--- src/rtl/routing_checker_usp_mp.sv ---
// -----------------------------------------------------------------------------
// routing_checker_usp_mp
//
// Registered, multi-port routing checker for the USP completer-request (CQ)
// AXI4-Stream path of the CPM5 USP / PL-PCIe5 DSP switch. The request
// descriptor is decoded once, on the first beat (SOP) of each packet, and the
// resulting route is latched and attached to every beat of that packet.
// Unroutable requests are flagged as unsupported (UR), recorded in ur_info,
// counted in a saturating ur_count and, optionally, dropped.
//
// Build option:
//   ROUTING_CHECKER_UR_DROP_EN  defined   : UR packets are consumed through the
//                                           DROP state and never reach the
//                                           output stream.
//                               undefined : UR packets are forwarded intact
//                                           with unsupported_req = 1.
//
// Ports:
//   user_clk, user_reset          clock, synchronous active-high reset
//   dsp_sec_bus / dsp_sub_bus     secondary / subordinate bus per DSP,
//                                 port i at [8i+7:8i]
//   all_bus_numbers_ready         bus numbers valid (sampled at SOP only)
//   m_axis_cq_*                   CQ input stream (tready is registered)
//   m_axis_cq_*_new               registered CQ output stream
//   route_port                    destination DSP, valid with tvalid_new
//   route_cfg_type0               forwarder must convert Cfg Type 1 to Type 0
//   unsupported_req               packet is UR, valid with tvalid_new
//   ur_info                       {req_type, tag, requester_id[11:0]} of last UR
//   ur_info_valid                 one-cycle pulse when ur_info updates
//   ur_count                      saturating UR packet count
// -----------------------------------------------------------------------------
module routing_checker_usp_mp #(
  parameter int USP_IF_WIDTH       = 512,
  parameter int USP_CQ_TUSER_WIDTH = 232,
  parameter int USP_TKEEP_WIDTH    = 16,
  parameter int NUM_DSP            = 2,
  parameter int MEM_FWD            = 1,
  localparam int PW                = (NUM_DSP > 1) ? $clog2(NUM_DSP) : 1
) (
  input  logic                          user_clk,
  input  logic                          user_reset,
  input  logic [8*NUM_DSP-1:0]          dsp_sec_bus,
  input  logic [8*NUM_DSP-1:0]          dsp_sub_bus,
  input  logic                          all_bus_numbers_ready,
  input  logic [USP_IF_WIDTH-1:0]       m_axis_cq_tdata,
  input  logic [USP_TKEEP_WIDTH-1:0]    m_axis_cq_tkeep,
  input  logic                          m_axis_cq_tlast,
  input  logic [USP_CQ_TUSER_WIDTH-1:0] m_axis_cq_tuser,
  input  logic                          m_axis_cq_tvalid,
  output logic                          m_axis_cq_tready,
  output logic [USP_IF_WIDTH-1:0]       m_axis_cq_tdata_new,
  output logic [USP_TKEEP_WIDTH-1:0]    m_axis_cq_tkeep_new,
  output logic                          m_axis_cq_tlast_new,
  output logic [USP_CQ_TUSER_WIDTH-1:0] m_axis_cq_tuser_new,
  output logic                          m_axis_cq_tvalid_new,
  input  logic                          m_axis_cq_tready_new,
  output logic [PW-1:0]                 route_port,
  output logic                          route_cfg_type0,
  output logic                          unsupported_req,
  output logic [23:0]                   ur_info,
  output logic                          ur_info_valid,
  output logic [15:0]                   ur_count
);

  localparam logic [3:0] NUM_DSP_L = 4'(NUM_DSP);

  // One buffered beat: payload plus the route attached to it.
  typedef struct packed {
    logic [USP_IF_WIDTH-1:0]       tdata;
    logic [USP_TKEEP_WIDTH-1:0]    tkeep;
    logic                          tlast;
    logic [USP_CQ_TUSER_WIDTH-1:0] tuser;
    logic [PW-1:0]                 port;
    logic                          cfg0;
    logic                          ur;
  } beat_t;

`ifdef ROUTING_CHECKER_UR_DROP_EN
  typedef enum logic [1:0] {ST_IDLE = 2'd0, ST_FWD = 2'd1, ST_DROP = 2'd2} state_t;
`else
  typedef enum logic [1:0] {ST_IDLE = 2'd0, ST_FWD = 2'd1} state_t;
`endif

  // ---------------------------------------------------------------------------
  // Descriptor decode (meaningful on the SOP beat only)
  // ---------------------------------------------------------------------------
  logic [3:0]  dec_req_type;
  logic [7:0]  dec_bus;
  logic [4:0]  dec_dev;
  logic [2:0]  dec_bar_id;
  logic [11:0] dec_rid;
  logic [7:0]  dec_tag;
  logic        is_cfg1;
  logic        is_mem;

  assign dec_req_type = m_axis_cq_tdata[78:75];
  assign dec_bus      = m_axis_cq_tdata[119:112];
  assign dec_dev      = m_axis_cq_tdata[111:107];
  assign dec_bar_id   = m_axis_cq_tdata[114:112];
  assign dec_rid      = m_axis_cq_tdata[91:80];
  assign dec_tag      = m_axis_cq_tdata[103:96];

  assign is_cfg1 = (dec_req_type == 4'b1010) || (dec_req_type == 4'b1011);
  assign is_mem  = (dec_req_type == 4'b0000) || (dec_req_type == 4'b0001);

  logic [NUM_DSP-1:0] t0_hit;
  logic [NUM_DSP-1:0] range_hit;

  genvar gi;
  generate
    for (gi = 0; gi < NUM_DSP; gi++) begin : g_dsp
      logic [7:0] sec;
      logic [7:0] sub;
      assign sec = dsp_sec_bus[8*gi +: 8];
      assign sub = dsp_sub_bus[8*gi +: 8];
      // Device 0 on the secondary bus itself: Type 1 must become Type 0.
      assign t0_hit[gi]    = is_cfg1 && (dec_bus == sec) && (dec_dev == 5'd0);
      // Bus behind this DSP's secondary bus: pass Type 1 through.
      assign range_hit[gi] = is_cfg1 && (dec_bus > sec) && (dec_bus <= sub);
    end
  endgenerate

  logic [PW-1:0] t0_idx;
  logic [PW-1:0] range_idx;
  logic [PW-1:0] dec_port;
  logic          dec_cfg0;
  logic          dec_ur;

  always_comb begin
    t0_idx    = '0;
    range_idx = '0;
    // Scan downwards so the lowest matching index is the one left standing.
    for (int i = NUM_DSP - 1; i >= 0; i--) begin
      if (t0_hit[i])    t0_idx    = PW'(i);
      if (range_hit[i]) range_idx = PW'(i);
    end

    dec_port = '0;
    dec_cfg0 = 1'b0;
    dec_ur   = 1'b1;
    if (!all_bus_numbers_ready) begin
      dec_ur = 1'b1;
    end else if (|t0_hit) begin
      dec_port = t0_idx;
      dec_cfg0 = 1'b1;
      dec_ur   = 1'b0;
    end else if (|range_hit) begin
      dec_port = range_idx;
      dec_ur   = 1'b0;
    end else if (is_mem && (MEM_FWD != 0) && ({1'b0, dec_bar_id} < NUM_DSP_L)) begin
      dec_port = PW'(dec_bar_id);
      dec_ur   = 1'b0;
    end
  end

  // ---------------------------------------------------------------------------
  // Registers
  // ---------------------------------------------------------------------------
  state_t        state_reg, state_next;
  logic [1:0]    count_reg, count_next;
  beat_t         head_reg, head_next;
  beat_t         skid_reg, skid_next;
  logic          out_valid_reg, out_valid_next;
  logic          tready_reg, tready_next;
  logic [PW-1:0] lat_port_reg;
  logic          lat_cfg0_reg;
  logic          lat_ur_reg;
  logic [15:0]   ur_count_reg, ur_count_next;
  logic [23:0]   ur_info_reg;
  logic          ur_info_valid_reg;

  logic  accept;
  logic  sop;
  logic  drop_beat;
  logic  push;
  logic  pop;
  logic  ur_event;
  beat_t in_beat;

  assign accept   = m_axis_cq_tvalid && tready_reg;
  assign pop      = out_valid_reg && m_axis_cq_tready_new;
  assign ur_event = accept && sop && dec_ur;

  // ---------------------------------------------------------------------------
  // Packet FSM: state register
  // ---------------------------------------------------------------------------
  always_ff @(posedge user_clk) begin
    if (user_reset) begin
      state_reg <= ST_IDLE;
    end else begin
      state_reg <= state_next;
    end
  end

  // Packet FSM: next state
  always_comb begin
    state_next = state_reg;
    case (state_reg)
      ST_IDLE: begin
        if (accept && !m_axis_cq_tlast) begin
`ifdef ROUTING_CHECKER_UR_DROP_EN
          state_next = dec_ur ? ST_DROP : ST_FWD;
`else
          state_next = ST_FWD;
`endif
        end
      end
      default: begin
        if (accept && m_axis_cq_tlast) state_next = ST_IDLE;
      end
    endcase
  end

  // Packet FSM: outputs (SOP flag and whether the accepted beat is discarded)
  always_comb begin
    sop       = (state_reg == ST_IDLE);
    drop_beat = 1'b0;
`ifdef ROUTING_CHECKER_UR_DROP_EN
    drop_beat = accept && ((sop && dec_ur) || (state_reg == ST_DROP));
`endif
    push      = accept && !drop_beat;
  end

  // Beat to enqueue: SOP uses the fresh decode, later beats the latched route.
  always_comb begin
    in_beat.tdata = m_axis_cq_tdata;
    in_beat.tkeep = m_axis_cq_tkeep;
    in_beat.tlast = m_axis_cq_tlast;
    in_beat.tuser = m_axis_cq_tuser;
    in_beat.port  = sop ? dec_port : lat_port_reg;
    in_beat.cfg0  = sop ? dec_cfg0 : lat_cfg0_reg;
    in_beat.ur    = sop ? dec_ur   : lat_ur_reg;
  end

  // ---------------------------------------------------------------------------
  // Two-entry skid buffer: head_reg drives the output, skid_reg catches the
  // beat that was already in flight when the downstream stalled.
  // ---------------------------------------------------------------------------
  always_comb begin
    count_next = count_reg;
    head_next  = head_reg;
    skid_next  = skid_reg;
    case (count_reg)
      2'd0: begin
        if (push) begin
          head_next  = in_beat;
          count_next = 2'd1;
        end
      end
      2'd1: begin
        if (pop && push) begin
          head_next = in_beat;
        end else if (pop) begin
          count_next = 2'd0;
        end else if (push) begin
          skid_next  = in_beat;
          count_next = 2'd2;
        end
      end
      default: begin
        // Input is not ready with both entries full, so no push here.
        if (pop) begin
          head_next  = skid_reg;
          count_next = 2'd1;
        end
      end
    endcase
    out_valid_next = (count_next != 2'd0);
`ifdef ROUTING_CHECKER_UR_DROP_EN
    // Dropped beats never occupy the buffer, so DROP can always accept.
    tready_next = (count_next != 2'd2) || (state_next == ST_DROP);
`else
    tready_next = (count_next != 2'd2);
`endif
  end

  always_ff @(posedge user_clk) begin
    if (user_reset) begin
      count_reg     <= 2'd0;
      head_reg      <= '0;
      skid_reg      <= '0;
      out_valid_reg <= 1'b0;
      tready_reg    <= 1'b0;
    end else begin
      count_reg     <= count_next;
      head_reg      <= head_next;
      skid_reg      <= skid_next;
      out_valid_reg <= out_valid_next;
      tready_reg    <= tready_next;
    end
  end

  // Route latched at SOP acceptance for the remaining beats of the packet.
  always_ff @(posedge user_clk) begin
    if (user_reset) begin
      lat_port_reg <= '0;
      lat_cfg0_reg <= 1'b0;
      lat_ur_reg   <= 1'b0;
    end else if (accept && sop) begin
      lat_port_reg <= dec_port;
      lat_cfg0_reg <= dec_cfg0;
      lat_ur_reg   <= dec_ur;
    end
  end

  // ---------------------------------------------------------------------------
  // UR bookkeeping, once per UR packet
  // ---------------------------------------------------------------------------
  always_comb begin
    ur_count_next = ur_count_reg;
    if (ur_event && (ur_count_reg != 16'hFFFF)) ur_count_next = ur_count_reg + 16'd1;
  end

  always_ff @(posedge user_clk) begin
    if (user_reset) begin
      ur_count_reg      <= 16'd0;
      ur_info_reg       <= 24'd0;
      ur_info_valid_reg <= 1'b0;
    end else begin
      ur_count_reg      <= ur_count_next;
      ur_info_valid_reg <= ur_event;
      if (ur_event) ur_info_reg <= {dec_req_type, dec_tag, dec_rid};
    end
  end

  // ---------------------------------------------------------------------------
  // Outputs
  // ---------------------------------------------------------------------------
  assign m_axis_cq_tready     = tready_reg;
  assign m_axis_cq_tvalid_new = out_valid_reg;
  assign m_axis_cq_tdata_new  = head_reg.tdata;
  assign m_axis_cq_tkeep_new  = head_reg.tkeep;
  assign m_axis_cq_tlast_new  = head_reg.tlast;
  assign m_axis_cq_tuser_new  = head_reg.tuser;
  assign route_port           = head_reg.port;
  assign route_cfg_type0      = head_reg.cfg0;
  assign unsupported_req      = head_reg.ur;
  assign ur_info              = ur_info_reg;
  assign ur_info_valid        = ur_info_valid_reg;
  assign ur_count             = ur_count_reg;

endmodule

--- config.mk ---
export PLATFORM = sky130hd
export DESIGN_NAME = routing_checker_usp_mp
export DESIGN_NICKNAME = d
export VERILOG_FILES = /design/src/rtl/routing_checker_usp_mp.sv
export SDC_FILE = /design/constraint.sdc
export NUM_CORES = 2
export LEC_CHECK = 0
export ABC_AREA = 0
export CORE_AREA = 4 4 625 627
export CTS_BUF_LIST = sky130_fd_sc_hd__clkbuf_16
export CTS_CLUSTER_DIAMETER = 40
export DETAILED_ROUTE_END_ITERATION = 8
export DIE_AREA = 0 0 629 631
export GPL_ROUTABILITY_DRIVEN = 0
export PLACE_DENSITY = 0.31
export SETUP_SLACK_MARGIN = 0.2
export SYNTH_ARGS = -nofsm -noshare
export SYNTH_HDL_FRONTEND = slang
export SYNTH_SLANG_ARGS = --single-unit
--- constraint.sdc ---
create_clock -name user_clk -period 2.65 [get_ports user_clk]
set_clock_uncertainty 0.05 [all_clocks]
set_input_delay 0.3975 -clock user_clk [delete_from_list [all_inputs] [get_ports user_clk]]
set_output_delay 0.3975 -clock user_clk [all_outputs]
set_load 0.01 [all_outputs]
# ---- Yosys cells after proc, flatten, opt, wreduce, memory -nomap -nowiden
# Index checks and enable logic that the tools add are counted.
dict set report totals {
  output_inout_bits 807
  word_cells 105
  regBits 1578
}
dict set report op_classes {
  n_eq_ne 11
  magnitude_cmp 5
  n_addsub 1
  n_reduce_logical 32
  muxes 30
  bitwise 2
}
# cell n
set op_table {}
lappend op_table {{$mux 764} 3}
lappend op_table {{$pmux 764 s2} 1}
lappend op_table {{$logic_and 1x1->1} 17}
lappend op_table {{$mux 1} 17}
lappend op_table {{$add 16x1->16 const B} 1}
lappend op_table {{$eq 8x8->1} 2}
lappend op_table {{$gt 8x8->1} 2}
lappend op_table {{$le 8x8->1} 2}
lappend op_table {{$mux 2} 8}
lappend op_table {{$ne 16x16->1 const B} 1}
lappend op_table {{$eq 4x4->1 const B} 2}
lappend op_table {{$ne 2x2->1 const B} 3}
lappend op_table {{$logic_not 5->1} 1}
lappend op_table {{$eq 4x1->1 const B} 1}
lappend op_table {{$logic_not 2->1} 2}
lappend op_table {{$logic_not 4->1} 1}
lappend op_table {{$pmux 2 s2} 1}
lappend op_table {{$reduce_and 4->1} 1}
lappend op_table {{$reduce_bool 2->1} 2}
lappend op_table {{$reduce_or 2->1} 2}
lappend op_table {{$lt 3x2->1 const B} 1}
lappend op_table {{$reduce_and 3->1} 1}
lappend op_table {{$reduce_bool 3->1} 1}
lappend op_table {{$eq 2x1->1 const B} 1}
lappend op_table {{5 further kinds} 7}

# ---- Logic depth before layout (Yosys ltp)
dict set report logic_depth {
  word_depth 12
  depth_mapped 12
  ltp_nobuf 10
}

# ---- Worst setup path before layout
# OpenSTA, ideal clock, no wires.
dict set report synth_timing {
  kind {input to register}
  start {input dsp_sec_bus[1]}
  end {register ur_count_reg[10], in the netlist ur_count[10]}
  setup_slack_ns 0.079
  n_path_buf 1
  path_stages 11
  setup_ns 0.123
  arrival_time_ns 2.398
  t_required_ns 2.477
  path_cell_list {inv_1 > ha_1 > nor2b_1 > o21bai_2 > a21oi_2 > a2111oi_4 > or3b_4 > a31oi_4 > buf_6 > nor4_1 > mux2_1}
}
dict set report synth_between {
  elab_chain_len 9
  word_cells_on_any_way 13
  classes_between {order compare: 1; eq/ne: 1; mux: 3; reduce/logical: 8}
}
# element line_no
set synth_rtl {}
lappend synth_rtl {{start, declared} 42} ;# input logic [8*NUM_DSP-1:0] dsp_sec_bus,
lappend synth_rtl {{$gt 8x8->1} 119} ;# assign range_hit[gi] = is_cfg1 && (dec_bus > sec) && (dec_bus <= sub);
lappend synth_rtl {{$logic_and 1x1->1 (2 in series)} 119}
lappend synth_rtl {{$reduce_or 2->1} 147} ;# end else if (|range_hit) begin
lappend synth_rtl {{$mux 1} 147}
lappend synth_rtl {{$mux 1 *} 143} ;# end else if (|t0_hit) begin
lappend synth_rtl {{$mux 1 *} 141} ;# if (!all_bus_numbers_ready) begin
lappend synth_rtl {{$logic_and 1x1->1 *} 182} ;# assign ur_event = accept && sop && dec_ur;
lappend synth_rtl {{$logic_and 1x1->1 *} 311} ;# if (ur_event && (ur_count_reg != 16'hFFFF)) ur_count_next = ur_count_reg + 16'd1;
lappend synth_rtl {{end signal, assigned} 320} ;# ur_count_reg <= ur_count_next;
lappend synth_rtl {{end, declared} 168} ;# logic [15:0] ur_count_reg, ur_count_next;
# Mark *: on every way between the ends. The rest lies on a longest branch, timed or not.
# A chain may end at the register's enable or synchronous reset.

# ---- Final worst setup path
dict set report layout_timing {
  start {input m_axis_cq_tdata[113]}
  end {register ur_info_reg[0], in the netlist ur_info[0]}
}
dict set report layout_between {
  elab_chain_len 8
  word_cells_on_any_way 23
  classes_between {order compare: 5; eq/ne: 2; mux: 4; reduce/logical: 12}
}
# element line_no
set layout_rtl {}
lappend layout_rtl {{start, declared} 45} ;# input logic [USP_IF_WIDTH-1:0] m_axis_cq_tdata,
lappend layout_rtl {{$gt 8x8->1} 119}
lappend layout_rtl {{$logic_and 1x1->1 (2 in series)} 119}
lappend layout_rtl {{$reduce_or 2->1} 147}
lappend layout_rtl {{$mux 1} 147}
lappend layout_rtl {{$mux 1 *} 143}
lappend layout_rtl {{$mux 1 *} 141}
lappend layout_rtl {{$logic_and 1x1->1 *} 182}
lappend layout_rtl {{end signal, assigned} 322} ;# if (ur_event) ur_info_reg <= {dec_req_type, dec_tag, dec_rid};
lappend layout_rtl {{end, declared} 169} ;# logic [23:0] ur_info_reg;
# Marked as above.

==> results.sh <==
export IMPL_syn_to_final_growth_pct=69.32
export IMPL_drtAntennaViolNets=0
export IMPL_cp_required_ns=3.35
export IMPL_synth_warnings=0
export IMPL_io_pins=1605
export IMPL_antenna_found_initial=157
export IMPL_nets=10213
export IMPL_fin_crit_sh_pct=89.80
export IMPL_cts_path_max_buffers=4
export IMPL_die_area_mm2=0.3969
export IMPL_drv_cap=0
export IMPL_p_total_mw=85.88
export IMPL_setup_worst_path_start_class="primary input"
export IMPL_period_minus_slack_ns=2.380
export IMPL_finalNonFillerCells=14835
export IMPL_synthCells=7076
export IMPL_hold_slack_ns=0.04194
export IMPL_cts_root_buf="clkbuf_16"
export IMPL_avgViaCountPerCell=4.056
export IMPL_synth_seq_area_share_pct=51.04
export IMPL_dr_pass1_iters=6
export IMPL_setup_viol=0
export IMPL_relSlewSlack_pct=52.23
export IMPL_wl_per_cell_um=23.26
export IMPL_path_class="in2reg"
export IMPL_multiInputGateArea_mm2=0.02791
export IMPL_finalWirelength_mm=345.0
export IMPL_cellPowerDensity_mw_per_mm2=820.1
export IMPL_gr_usage_all_layers_pct=16.59
export IMPL_synth_fp_nets=7907
export IMPL_hold_path_class="in2reg"
export IMPL_htree_levels=5
export IMPL_synth_seq_cells=1577
export IMPL_regArea_mm2=0.03161
export IMPL_rsz0062_at_grt="yes"
export IMPL_coreArea_mm2=0.3848
export IMPL_placed_cells=13426
export IMPL_async_flop_share_pct=0
export IMPL_final_setup_worst_slack_ns=0.2704
export IMPL_synth_main_ff_cell="dfxtp_1"
export IMPL_cts_sinks=1577
export IMPL_power_leakage_nw=36.89
export IMPL_hold_viol_final=0
export IMPL_final_setup_tns_ns=0
export IMPL_cts_buffers=394
export IMPL_clk_pin_slew_ns=0.05
export IMPL_drtIter0Drc=2575
export IMPL_rrSetupSlack_ns=0.41
export IMPL_synth_area_leader_cell="dfxtp_1"
export IMPL_dp_hpwl_mm=261.2
export IMPL_status="finished clean"
export IMPL_synth_top_cells_by_area="dfxtp_1 51%, mux2i_1 13%, nand2_1 9.4%, a211oi_1 9.3%, a21oi_1 6.4%"
export IMPL_dieHeight_um=631
export IMPL_worst_pin_slew_ns=0.6967
export IMPL_ir_drop_v=0.0005511
export IMPL_synth_edf_count=0
export IMPL_end_kind="flip-flop"
export IMPL_filler_cell_count=41087
export IMPL_grt_pass1_vias=60110
export IMPL_crit_arrival_ns=3.08
export IMPL_drive_gt1_share_pct=9.924
export IMPL_crit_path_max_fanout=11
export IMPL_clock_fmax_mhz=420.2
export IMPL_maxSlewViolCount=0
export IMPL_overflow=0
export IMPL_synth_cell_types=53
export IMPL_syn_avg_cell_area_um2=8.741
export IMPL_num_vias=60167
export IMPL_drc=0
export IMPL_grt_max_degree=131
export IMPL_largest_reg_flops=764
export IMPL_grt_pass1_wl_mm=478.8
export IMPL_dp_slack_ns=-0.8135
export IMPL_io_buffers=1604
export IMPL_clk_latency_ns=0.91
export IMPL_cts_tree="built"
export IMPL_synth_top_cell_area_share_pct=51.04
export IMPL_rows=228
export IMPL_initial_core_util_pct=16.07
export IMPL_die_x_um=629
export IMPL_netlist_area_mm2=0.06185
stage by stage:
| stage | instance area, um^2 | util [%] |
|---|---|---|
| after floorplan | 61970 | - |
| after global placement | 85460 | 22.21 |
| after detailed placement | 85460 | 22.21 |
| after CTS | 104500 | 27.15 |
| after global routing | 104700 | 27.19 |
| final | 104700 | 27.21 |
area by class of cell:
| cell class | count | share of cell area (%) |
|---|---|---|
| Sequential cell | 1577 | 30.18 |
| Clock inverter | 331 | 3.036 |
| Inverter | 32 | 0.1147 |
| Tap cell | 5060 | 6.046 |
| Clock buffer | 397 | 9.486 |
| Timing Repair Buffer | 2519 | 24.34 |
| Antenna cell | 61 | 0.1458 |
| Multi-Input combinational cell | 4858 | 26.65 |
logic make-up after synthesis:
logic type	synth area share, %
adders and majority gates	0.6676
buffers and inverters	4.115
and+or+nand+nor	15.12
AOI/OAI and AO/OA	16.21
DFF	51.04
muxes	12.84
what timing repair did:
action / in CTS / in global routing
gates resized for setup: 284 / 16
hold endpoints to repair: 642 / 3
buffers inserted: 0 / 0
hold buffers: 617 / 3
pin swaps: 0 / 2
endpoints found under the setup margin: 286 / 44
final timing paths:
path,from,end,cells past startpoint
worst min register to register,skid_reg[703],skid_reg[703],2
worst min-delay path,m_axis_cq_tdata[119],m_axis_cq_tdata_new[119],4
worst max-delay path,m_axis_cq_tdata[113],ur_info[0],12
worst max register to register,m_axis_cq_tready,m_axis_cq_tdata_new[441],8
Yosys cell counts (13+ instances only):
cell type,number
dfxtp_1,1577
nand2_1,1550
nor2_1,810
a21oi_1,795
mux2i_1,785
a211oi_1,764
clkbuf_1,493
buf_2,81
ha_1,33
inv_1,32
buf_1,30
nand3_1,13
layer usage:
layer,vias up,global-route usage (%),part of all wire [%]
met5,-,0,0.043
met4,22,5.813,3.8
met3,661,5.310,7.3
met2,1736,27.91,47
met1,28454,19.78,42
li1,29294,-,-
report_power, final:
group | internal (mW) | switching (mW)
logic | 5.64 | 6.32
registers | 25.4 | 1.06
clock network | 31.7 | 15.8
total | 62.7 | 23.2
worst max-delay path, cell delays in order:
cell,delay [ns]
clkdlybuf4s50_1,0.51
buf_6,0.17
ha_4,0.21
nor2b_1,0.12
o211ai_1,0.18
a21oi_1,0.11
o22ai_2,0.16
or3b_4,0.46
a31o_4,0.29
buf_4,0.21
mux2i_1,0.16
nor2_1,0.06
cells in the final DEF, fill, tap and decap left out, drive strengths merged, types with 2 or more instances in the layout:
cell type / n
a211oi: 764
a21oi: 796
a31oi: 3
and2: 3
and3: 6
buf: 303
bufinv: 48
clkbuf: 397
clkdlybuf4s15: 4
clkdlybuf4s50: 1336
clkinv: 177
clkinvlp: 24
dfxtp: 1577
diode: 61
dlygate4sd2: 246
dlygate4sd3: 620
dlymetal6s2s: 10
ha: 33
inv: 114
mux2: 7
mux2i: 785
nand2: 1550
nand2b: 4
nand3: 13
nand4: 12
nor2: 810
nor2b: 12
nor3: 7
nor4: 3
o211ai: 5
o21a: 2
o21ai: 13
o22ai: 2
o31ai: 4
o41ai: 2
or2: 2
or3: 3
or4: 6
Note: power is estimated with default switching activity, not from simulation.
